`config.mk`:
```
export PLATFORM = sky130hd
export DESIGN_NAME = id_check_stream
export DESIGN_NICKNAME = d
export VERILOG_FILES = /design/src/rtl/id_check_stream.sv
export SDC_FILE = /design/constraint.sdc
export NUM_CORES = 1
export LEC_CHECK = 0
export ABC_AREA = 0
export CAP_MARGIN = 20
export CORE_AREA = 2 2 132 108
export CTS_CLUSTER_DIAMETER = 30
export CTS_CLUSTER_SIZE = 25
export DETAILED_ROUTE_END_ITERATION = 7
export DIE_AREA = 0 0 134 110
export GPL_TIMING_DRIVEN = 0
export PLACE_DENSITY = 0.55
export SETUP_SLACK_MARGIN = 0.2
export SKIP_CTS_REPAIR_TIMING = 1
export SLEW_MARGIN = 25
export SYNTH_ARGS = -nofsm -noshare
export SYNTH_HDL_FRONTEND = slang
export SYNTH_SLANG_ARGS = --single-unit
```
`constraint.sdc`:
```
create_clock -name clk -period 9.4 [get_ports clk]
set_clock_uncertainty 0.1 [all_clocks]
set_input_delay 2.82 -clock clk [delete_from_list [all_inputs] [get_ports clk]]
set_output_delay 2.82 -clock clk [all_outputs]
set_load 0.01 [all_outputs]
```
`src/rtl/id_check_stream.sv`:
```
// Streaming national-ID checker: letter code + BODY_DIGITS digits (+ check digit in
// verify mode), weighted mod-10 checksum accumulated one symbol per cycle.
module id_check_stream #(
  parameter int BODY_DIGITS = 8
) (
  input  logic       clk,
  input  logic       rst_n,
  input  logic       in_valid,
  input  logic [5:0] in_id,
  input  logic       in_mode,
  output logic       out_valid,
  output logic       out_legal_id,
  output logic [3:0] out_check,
  output logic       out_err
);

  typedef enum logic [1:0] {IDLE, BODY, CHK} state_e;

  localparam logic [3:0] LAST = 4'(BODY_DIGITS - 1);
  localparam logic [7:0] UW   = 8'(BODY_DIGITS + 1);

  state_e     state_q, state_d;
  logic [3:0] acc_q, acc_d, cnt_q, cnt_d;
  logic       mode_q, mode_d, err_q, err_d;
  logic       vld_q, vld_d, legal_q, legal_d, oerr_q, oerr_d;
  logic [3:0] chk_q, chk_d;

  logic       let_bad, dig_bad, err_n;
  logic [3:0] dig, t, u, wgt;
  logic [7:0] sum;

  function automatic logic [3:0] mod10(input logic [7:0] v);
    return 4'(v % 8'd10);
  endfunction

  // Out-of-range symbols contribute zero so the product never exceeds 8 bits;
  // the sticky error flag already condemns the frame.
  assign let_bad = (in_id < 6'd10) || (in_id > 6'd35);
  assign dig_bad = in_id > 6'd9;
  assign dig     = dig_bad ? 4'd0 : in_id[3:0];
  assign t       = let_bad ? 4'd0 : 4'(in_id / 6'd10);
  assign u       = let_bad ? 4'd0 : 4'(in_id % 6'd10);
  assign wgt     = 4'(BODY_DIGITS) - cnt_q;
  assign sum     = 8'(acc_q) + 8'(dig) * 8'(wgt);
  assign err_n   = err_q | dig_bad;

  always_comb begin
    state_d = state_q;
    acc_d   = acc_q;
    cnt_d   = cnt_q;
    mode_d  = mode_q;
    err_d   = err_q;
    vld_d   = 1'b0;
    legal_d = 1'b0;
    chk_d   = 4'd0;
    oerr_d  = 1'b0;
    case (state_q)
      IDLE: if (in_valid) begin
        mode_d  = in_mode;
        err_d   = let_bad;
        acc_d   = mod10(8'(t) + 8'(u) * UW);
        cnt_d   = 4'd0;
        state_d = BODY;
      end
      BODY: if (!in_valid) begin
        state_d = IDLE;
        err_d   = 1'b0;
        vld_d   = 1'b1;
        oerr_d  = 1'b1;
      end else begin
        acc_d = mod10(sum);
        err_d = err_n;
        cnt_d = cnt_q + 4'd1;
        if (cnt_q == LAST) begin
          if (mode_q) begin
            state_d = IDLE;
            vld_d   = 1'b1;
            oerr_d  = err_n;
            legal_d = !err_n;
            chk_d   = err_n ? 4'd0 : mod10(8'd10 - 8'(acc_d));
          end else begin
            state_d = CHK;
          end
        end
      end
      CHK: if (!in_valid) begin
        state_d = IDLE;
        err_d   = 1'b0;
        vld_d   = 1'b1;
        oerr_d  = 1'b1;
      end else begin
        state_d = IDLE;
        err_d   = 1'b0;
        vld_d   = 1'b1;
        oerr_d  = err_n;
        legal_d = !err_n && (mod10(8'(acc_q) + 8'(dig)) == 4'd0);
        chk_d   = err_n ? 4'd0 : mod10(8'd10 - 8'(acc_q));
      end
      default: state_d = IDLE;
    endcase
  end

  always_ff @(posedge clk or negedge rst_n) begin
    if (!rst_n) begin
      state_q <= IDLE;
      acc_q   <= 4'd0;
      cnt_q   <= 4'd0;
      mode_q  <= 1'b0;
      err_q   <= 1'b0;
      vld_q   <= 1'b0;
      legal_q <= 1'b0;
      chk_q   <= 4'd0;
      oerr_q  <= 1'b0;
    end else begin
      state_q <= state_d;
      acc_q   <= acc_d;
      cnt_q   <= cnt_d;
      mode_q  <= mode_d;
      err_q   <= err_d;
      vld_q   <= vld_d;
      legal_q <= legal_d;
      chk_q   <= chk_d;
      oerr_q  <= oerr_d;
    end
  end

  assign out_valid    = vld_q;
  assign out_legal_id = legal_q;
  assign out_check    = chk_q;
  assign out_err      = oerr_q;

endmodule
```
## Yosys cells after proc, flatten, opt, wreduce, memory -nomap -nowiden

Index checks and enable logic that the tools add are counted.

- $add $sub $neg: 7
- $mul: 2
- Divide/modulo/power cells: 7
- $lt $le $gt $ge: 3
- Equal/unequal tests: 6
- Shifts and indexed selects: 0
- Muxes and demuxes: 38
- Bitwise logic cells: 1
- Reduce and logical (&&, ||, !) cells: 11

Operator list:

| operator | count |
|---|---|
| 4-bit 2-to-1 mux | 13 |
| 8-bit by 4-bit modulo with 8-bit output (second input constant) | 5 |
| 4-bit case mux with 2 select lines | 3 |
| 4-bit by 8-bit adder with 8-bit output | 2 |
| 1-bit 2-to-1 mux | 13 |
| 4-bit by 4-bit subtractor with 5-bit output (first input constant) | 2 |
| 4-bit by 4-bit multiplier with 8-bit output | 1 |
| 4-bit by 4-bit multiplier with 8-bit output (second input constant) | 1 |
| 2-bit 2-to-1 mux | 4 |
| 6-bit by 4-bit divider with 6-bit output (second input constant) | 1 |
| 6-bit by 4-bit > comparator with 1-bit output (second input constant) | 1 |
| 6-bit > comparator (second input constant) | 1 |
| 6-bit by 4-bit < comparator with 1-bit output (second input constant) | 1 |
| 6-bit by 4-bit modulo with 6-bit output (second input constant) | 1 |
| 1-bit case mux with 2 select lines | 3 |
| 2-bit AND reduction | 3 |
| 4-bit by 4-bit adder with 5-bit output | 1 |
| 4-bit by 1-bit adder with 4-bit output (second input constant) | 1 |
| 4-bit by 3-bit equality test with 1-bit output (second input constant) | 1 |
| 4-bit logical NOT | 1 |
| 2-bit != test (second input constant) | 2 |
| 2-bit case mux with 2 select lines | 1 |
| 4-bit subtractor (first input constant) | 1 |
| 3-bit != test (second input constant) | 1 |
| 11 further kinds | 11 |

- Register bits after elaboration: 19
- Bits in latches: 0
- Bits in writable memories: 0
- Bits in read-only memories: 0
- Input bits: 10
- Output and inout bits: 7
- Word-level logic and storage cells: 84
- Memories: 0

## Longest topological paths before layout

Gate-level depths: netlist of run 1.

- Depth in word-level cells: 12
- Depth in mapped cells: 35
- Gate-level depth less buffers: 31

## Least setup slack after synthesis of run 1

Ideal clock, no wire load.

- Path type: input to register
- Start: in in_id[2]
- End: reg chk_q[3] (netlist: out_check[3])
- Library setup time: 0.128 ns
- Data arrival time: 9.182 ns
- Data required time: 9.172 ns
- Slack: -0.009 ns
- Cell stages on the path: 30
- Buffers on the path: 3
- Path through: buf_2 -> inv_1 -> nand2_1 -> a21oi_1 -> and2_1 -> clkbuf_1 -> nand2_1 -> inv_1 -> and2_1 -> fa_1 -> fa_1 -> fa_1 -> ha_1 -> or2_1 -> a21o_1 -> and3_4 -> a22o_1 -> o32ai_2 -> nor2_1 -> and3_1 -> nor4_2 -> inv_1 -> ha_1 -> clkbuf_2 -> nand2_1 -> nor4_1 -> or4_4 -> nor4_4 -> or3b_1 -> a21boi_1

- Cells in the longest elaborated chain, start to end: 12
- Elaborated cells between the ends (all ways): 15

RTL lines:

| item | RTL line | RTL |
|---|---|---|
| start, declared | 9 | `input logic [5:0] in_id,` |
| 6-bit by 4-bit > comparator with 1-bit output | 39 | `assign dig_bad = in_id > 6'd9;` |
| 4-bit 2-to-1 mux | 40 | `assign dig = dig_bad ? 4'd0 : in_id[3:0];` |
| 4-bit by 4-bit multiplier with 8-bit output | 44 | `assign sum = 8'(acc_q) + 8'(dig) * 8'(wgt);` |
| 4-bit by 8-bit adder with 8-bit output | 44 |  |
| 8-bit by 4-bit modulo with 8-bit output | 33 | `return 4'(v % 8'd10);` |
| 4-bit by 4-bit subtractor with 5-bit output | 80 | `chk_d = err_n ? 4'd0 : mod10(8'd10 - 8'(acc_d));` |
| 8-bit by 4-bit modulo with 8-bit output | 33 |  |
| 4-bit 2-to-1 mux | 80 |  |
| 4-bit 2-to-1 mux | 75 | `if (mode_q) begin` |
| 4-bit 2-to-1 mux | 74 | `if (cnt_q == LAST) begin` |
| 4-bit 2-to-1 mux | 65 | `BODY: if (!in_valid) begin` |
| 4-bit case mux with 2 select lines * | 57 | `case (state_q)` |
| via chk_d[3] | 26 | `logic [3:0] chk_q, chk_d;` |
| end signal, assigned | 122 | `chk_q <= chk_d;` |
| end, declared | 26 |  |

The timed path passes the listed nets; every way through them passes the cells marked *.
A chain may end at the register's enable or synchronous reset.

## Worst setup path after layout of run 1

Ends and elaborated chain as after synthesis.

==> results of run 1 <==
-- final timing paths --
path / start / slack, ns / cells after the start / end
setup / recovery: in_id[2] / 0.35 / 31 / out_check[3]
max in group asynchronous: rst_n / 5.72 / 1 / out_check[1]
min in group asynchronous: rst_n / 2.96 / 1 / cnt_q[2]
setup reg to reg: cnt_q[0] / 2.49 / 25 / out_check[3]
hold reg to reg: mode_q / 0.45 / 1 / mode_q
hold / removal: mode_q / 0.45 / 1 / mode_q
-- cells in the mapped netlist, types with 8 or more instances --
cell type and n:
nand2_1 48, ha_1 42, inv_1 38, nor2_1 35, o21ai_0 31, a21oi_1 30
dfrtp_1 19, nand3_1 19, nor3_1 19, clkbuf_1 14, nand2b_1 13, a211oi_1 11
nor2b_1 10, fa_1 9, mux2i_1 9, and2_1 8, xnor2_1 8, xor2_1 8
-- metal layers --
metal	routed length (µm)	GRT usage (%)
met3	473	1.28
met5	0	0
met2	4830	21.6
met1	5760	22.3
met4	42	1.22
-- final cells by class --
cell class,instances,area (µm²),share of cell area [%]
plain buffers,24,135,2.69
clock buffers,3,75.1,1.49
clock inverters,1,5.00,0.0996
inverters,40,158,3.14
multi-input cells,447,3590,71.4
flip-flops and latches,19,475,9.46
well taps,180,225,4.48
repair buffers,43,365,7.27
-- logic make-up (layout without fill, tap and decap cells) --
group                      after synthesis  in the layout  synth area share, %
DFF                                     19             19                 12.0
muxes                                   11             11                 2.83
xor gates and xnor gates                16             16                 3.53
other                                    1              1               0.0944
buffers and inverters                   64            111                 6.49
AOI/OAI and AO/OA                      166            167                 30.3
and+or+nand+nor                        200            200                 26.8
adders and majority gates               52             52                 18.0
-- cell usage in the layout, fill, tap and decap left out, types with 10 or more instances in the layout --
master           count
a21oi_1             27
buf_4               26
clkbuf_1            12
clkdlybuf4s50_1     10
dfrtp_1             19
ha_1                40
inv_1               34
nand2_1             42
nand2b_1            12
nand3_1             19
nor2_1              29
nor2b_1             10
nor3_1              16
o21ai_0             27
-- power groups by stage --
stage	clock (W)	sequential, W	combinational [W]
after floorplan	0	0.000129	0.000665
after global placement	0	0.000136	0.000814
after detailed placement	0	0.000138	0.000836
after CTS	0.0000895	0.000136	0.000841
after global routing	0.0000923	0.000140	0.00117
final	0.0000869	0.000136	0.00107
-- flip-flops by register name, indices dropped and copies added, names as in the netlist --
register,count
acc_q,4
cnt_q,4
out_check,4
state_q,2
err_q,1
mode_q,1
out_err,1
out_legal_id,1
out_valid,1
-- worst max-delay path, delay by kind of cell --
family	cells	cell delay, ns
compound gates	5	1.04
fa+ha+maj	5	1.86
buf+inv	7	0.65
simple gates	14	2.66
-- through the flow --
step                instances  setup WS [ns]  utilization, %
finish                    757          0.352            37.6
detailed placement        724          -1.17            32.9
global route              757         0.0752            37.6
global placement          724          -1.02            32.9
CTS                       728         -0.917            33.5
floorplan                 529          0.201               -
==> impl_metrics.csv, run 1 <==
group,metric,value,unit
status,outcome,"complete, no violations",
logic_synthesis,synthesis.area,0.00397,mm²
worst_setup_path,worst-setup-path-type,"input pin to flop",
worst_setup_path,critical-path-max-stage-delay,0.56,ns
layout,fin_nets,639,
logic_synthesis,ys_ff_latch,19,
global_routing,grt_max_degree,20,
cts,cts_sinks,19,
cts,cts_tree,"built",
placed_design,gp_congestion,0.887,
logic_synthesis,ys_types,85,
route,vias,4174,
worst_setup_path,crit_slowest_cell,"fa_1",
cts,htreeDepth,1,
worst_setup_path,start_kind,"input pin",
layout,fillers,1335,
layout,antenna_cells,0,
logic_synthesis,synthTopCellsByArea,"ha_1 (13%), dfrtp_1 (12%), fa_1 (4.5%), nand2_1 (4.5%), o21ai_0 (3.9%)",
floorplanning,core_area,0.0134,mm²
power_and_ir_drop,seqPwrFrac,10.5,%
timing,setup_viol,0,
logic_synthesis,synth_nets,590,
timing,hold_viol,0,
placed_design,place_area,0.00440,mm²
placed_design,dp_hpwl,8170,µm
global_routing,grt_pass1_vias,3534,
route,first_pass_iters,5,
layout,fin_area,0.00503,mm²
timing,fin_crit,9.05,ns
worst_setup_path,critPathRequiredTime,9.43,ns
power_and_ir_drop,p_sw_share,51.2,%
timing,fin_crit_sh,96.3,%
job,maxCapViolations,0,
layout,syn_to_final_growth,26.5,%
power_and_ir_drop,p_switching,0.000661,W
route,first_iter_violations,389,
logic_synthesis,synth_flop_cell,"dfrtp_1",
route,wl_per_cell,14.7,µm
logic_synthesis,synth.yosys.seq_area_share,12.0,%
floorplanning,dieArea,0.0147,mm²
global_routing,track_usage,14.2,%
logic_synthesis,async_reset_ff_share,100,%
global_routing,overflow,0,
power_and_ir_drop,p_int,0.000630,W
power_and_ir_drop,finalPower,0.00129,W
cts,clock_latency,0.25,ns
timing,fin_hold_ws,0.451,ns
floorplanning,fp.dieH,110,µm
cts,clock_path_buffers,2,
logic_synthesis,ys_warn_count,0,
logic_synthesis,syn_inst,529,
power_and_ir_drop,powerDensity,257,mW/mm²
floorplanning,initial_core_util,29.7,%
power_and_ir_drop,p_leak,2.17,nW
worst_hold_path,min_path_type,"flop to flop",
global_routing,antenna_found_initial,0,
timing,tightestPinTransition,0.844,ns
floorplanning,die_x,134,µm
logic_synthesis,yosysTopAreaCell,"ha_1",
cts,clk_pin_slew,0.05,ns
timing,finalSetupTns,0,ns
power_and_ir_drop,p_comb_share,82.8,%
route,ant_nets,0,
floorplanning,rows,38,
global_routing,grt_pass1_wl,17600,µm
cts,cts-root-buf,"clkbuf_16",
worst_setup_path,critPathCaptureType,"flop",
worst_setup_path,crit_arrival,9.07,ns
worst_setup_path,crit_fanout,5,
placed_design,io_buffers,15,
power_and_ir_drop,vdd_drop_max,0.000121,V
cts,numCtsBuffers,3,
logic_synthesis,avgSynthCellArea,7.51,µm²
power_and_ir_drop,clock_power_share,6.7,%
logic_synthesis,synth_top_cell_area_share,13.2,%
floorplanning,ios,17,
route,wl,11100,µm
timing,max_slew_margin,43.5,%
route,viasPerCell,5.51,
layout,drive_gt1_share,20.6,%
timing,rsz0062_at_grt,"yes",
logic_synthesis,synth_edf_count,0,
timing,final_max_slew_viol_count,0,
route,drc,0,
timing,fmax,111,MHz
(Power assumes the default switching activity.)
==> run 2, diff against run 1 <==
clock period = 10.7 ns   (was 9.4 ns; I/O delays follow)
==> run 2 against run 1 <==
Sequential power shrank 11%; first-iteration DRC count shrank 29%; global-route usage grew 0.25 points; cell area shrank 4.6%; utilization shrank 1.7 points; count of clock-buffer cells in the layout is the same; flip-flop and latch count is the same; combinational power shrank 18%; total power shrank 17%; worst setup slack gained 0.14 ns.
==> impl_metrics.csv, run 2 (synthesis results as in run 1) <==
group,metric,value,unit
status,outcome,"complete, no violations",
placed_design,pre_cts_ws,-0.614,ns
route,drc,0,
power_and_ir_drop,p_switching,0.000564,W
floorplanning,ios,17,
layout,syn_to_final_growth,20.7,%
job,maxCapViolations,0,
power_and_ir_drop,p_sw_share,52.7,%
timing,max_slew_margin,42.3,%
timing,tightestPinTransition,0.863,ns
global_routing,antenna_found_initial,0,
timing,final_max_slew_viol_count,0,
timing,fin_crit,10.20,ns
power_and_ir_drop,p_comb_share,81.6,%
power_and_ir_drop,seqPwrFrac,11.3,%
cts,cts-root-buf,"clkbuf_16",
worst_setup_path,worst-setup-path-type,"input pin to flop",
route,first_iter_violations,276,
route,wl_per_cell,14.7,µm
placed_design,gp_congestion,0.871,
placed_design,dp_hpwl,8230,µm
route,first_pass_iters,5,
worst_setup_path,crit_arrival,10.23,ns
floorplanning,rows,38,
cts,clk_pin_slew,0.06,ns
global_routing,grt_pass1_vias,3815,
cts,numCtsBuffers,3,
layout,antenna_cells,0,
timing,fin_ws,0.495,ns
cts,clock_latency,0.25,ns
cts,clock_path_buffers,2,
layout,fin_nets,626,
timing,fin_crit_sh,95.4,%
power_and_ir_drop,clock_power_share,7.1,%
timing,setup_viol,0,
global_routing,grt_max_degree,20,
floorplanning,fp.dieH,110,µm
worst_setup_path,crit_slowest_cell,"fa_1",
route,viasPerCell,5.57,
cts,htreeDepth,1,
cts,cts_tree,"built",
worst_setup_path,critPathCapture,"out_check[3]",
floorplanning,initial_core_util,29.7,%
floorplanning,core_area,0.0134,mm²
floorplanning,die_x,134,µm
cts,cts_sinks,19,
global_routing,overflow,0,
worst_setup_path,start_kind,"input pin",
worst_setup_path,cp-startpoint,"in_id[2]",
power_and_ir_drop,p_leak,2.07,nW
worst_setup_path,critical-path-max-stage-delay,0.57,ns
floorplanning,dieArea,0.0147,mm²
worst_hold_path,min_path_type,"flop to flop",
global_routing,grt_pass1_wl,18100,µm
timing,rsz0062_at_grt,"no",
worst_setup_path,r2r_slack,3.85,ns
power_and_ir_drop,p_int,0.000507,W
timing,fmax,98.0,MHz
route,vias,4142,
layout,final_common_cell,"nand2_1",
layout,layout_common_cells,"nand2_1 (43), ha_1 (41), inv_1 (38), nor2_1 (30), a21oi_1 (29)",
worst_setup_path,timing.rr.start,"cnt_q[0]",
worst_setup_path,critPathRequiredTime,10.73,ns
worst_setup_path,crit_fanout,10,
layout,drive_gt1_share,15.1,%
worst_setup_path,r2r_cells,26,
timing,hold_viol,0,
route,ant_nets,0,
route,wl,10900,µm
power_and_ir_drop,powerDensity,223,mW/mm²
worst_setup_path,critPathCaptureType,"flop",
placed_design,io_buffers,15,
worst_setup_path,timing.rr.end,"out_check[3]",
global_routing,track_usage,14.4,%
power_and_ir_drop,vdd_drop_max,0.000105,V
power_and_ir_drop,finalPower,0.00107,W
## run 2: worst min-delay path by stage
stage / endpoint / start / cells past startpoint / slack, ns
floorplan: mode_q / mode_q / 1 / 0.40
global placement: err_q / err_q / 2 / 0.44
detailed placement: mode_q / mode_q / 1 / 0.45
CTS: mode_q / mode_q / 1 / 0.46
global route: mode_q / mode_q / 1 / 0.50
finish: mode_q / mode_q / 1 / 0.47
## run 2: power by group through the flow
stage	Combinational [W]	Clock (W)	Sequential, W
after floorplan	0.000562	0	0.000113
after global placement	0.000699	0	0.000120
after detailed placement	0.000722	0	0.000122
after CTS	0.000727	0.0000775	0.000121
after global routing	0.000962	0.0000803	0.000125
final	0.000874	0.0000759	0.000121
## run 2: layer usage
layer	global-route usage, %	part of all wire (%)
met1	20.9	49
met2	24.1	46
met3	0.914	3.1
met4	2.43	1.2
met5	0	0
## run 2: area by class of cell
type,count,area (µm²)
flip-flops and latches,19,475
clock buffers,3,75.1
multi-input cells,446,3470
well taps,180,225
repair buffers,31,273
inverters,40,150
fillers,1358,8570
clock inverters,1,5.00
plain buffers,24,119
## run 2: critical path, delay by kind of cell
kind,cells,cell delay (ns)
AND/OR/NAND/NOR,12,2.28
adder cells (fa/ha/maj),5,1.85
AO/OA/AOI/OAI,8,1.64
buffers and inverters,7,1.24
## run 2: metrics by stage
| step | instances | TNS, ns | utilization, % | hold slack [ns] | area, µm² |
|---|---|---|---|---|---|
| 2_1_floorplan | 529 | 0 | - | 0.403 | 3970 |
| 3_3_place_gp | 724 | -1.50 | 32.5 | 0.441 | 4350 |
| 3_5_place_dp | 724 | -1.75 | 32.5 | 0.449 | 4350 |
| 4_1_cts | 728 | -1.09 | 33.1 | 0.462 | 4430 |
| 5_1_grt | 744 | 0 | 35.9 | 0.496 | 4790 |
| 6_report | 744 | 0 | 35.9 | 0.466 | 4790 |
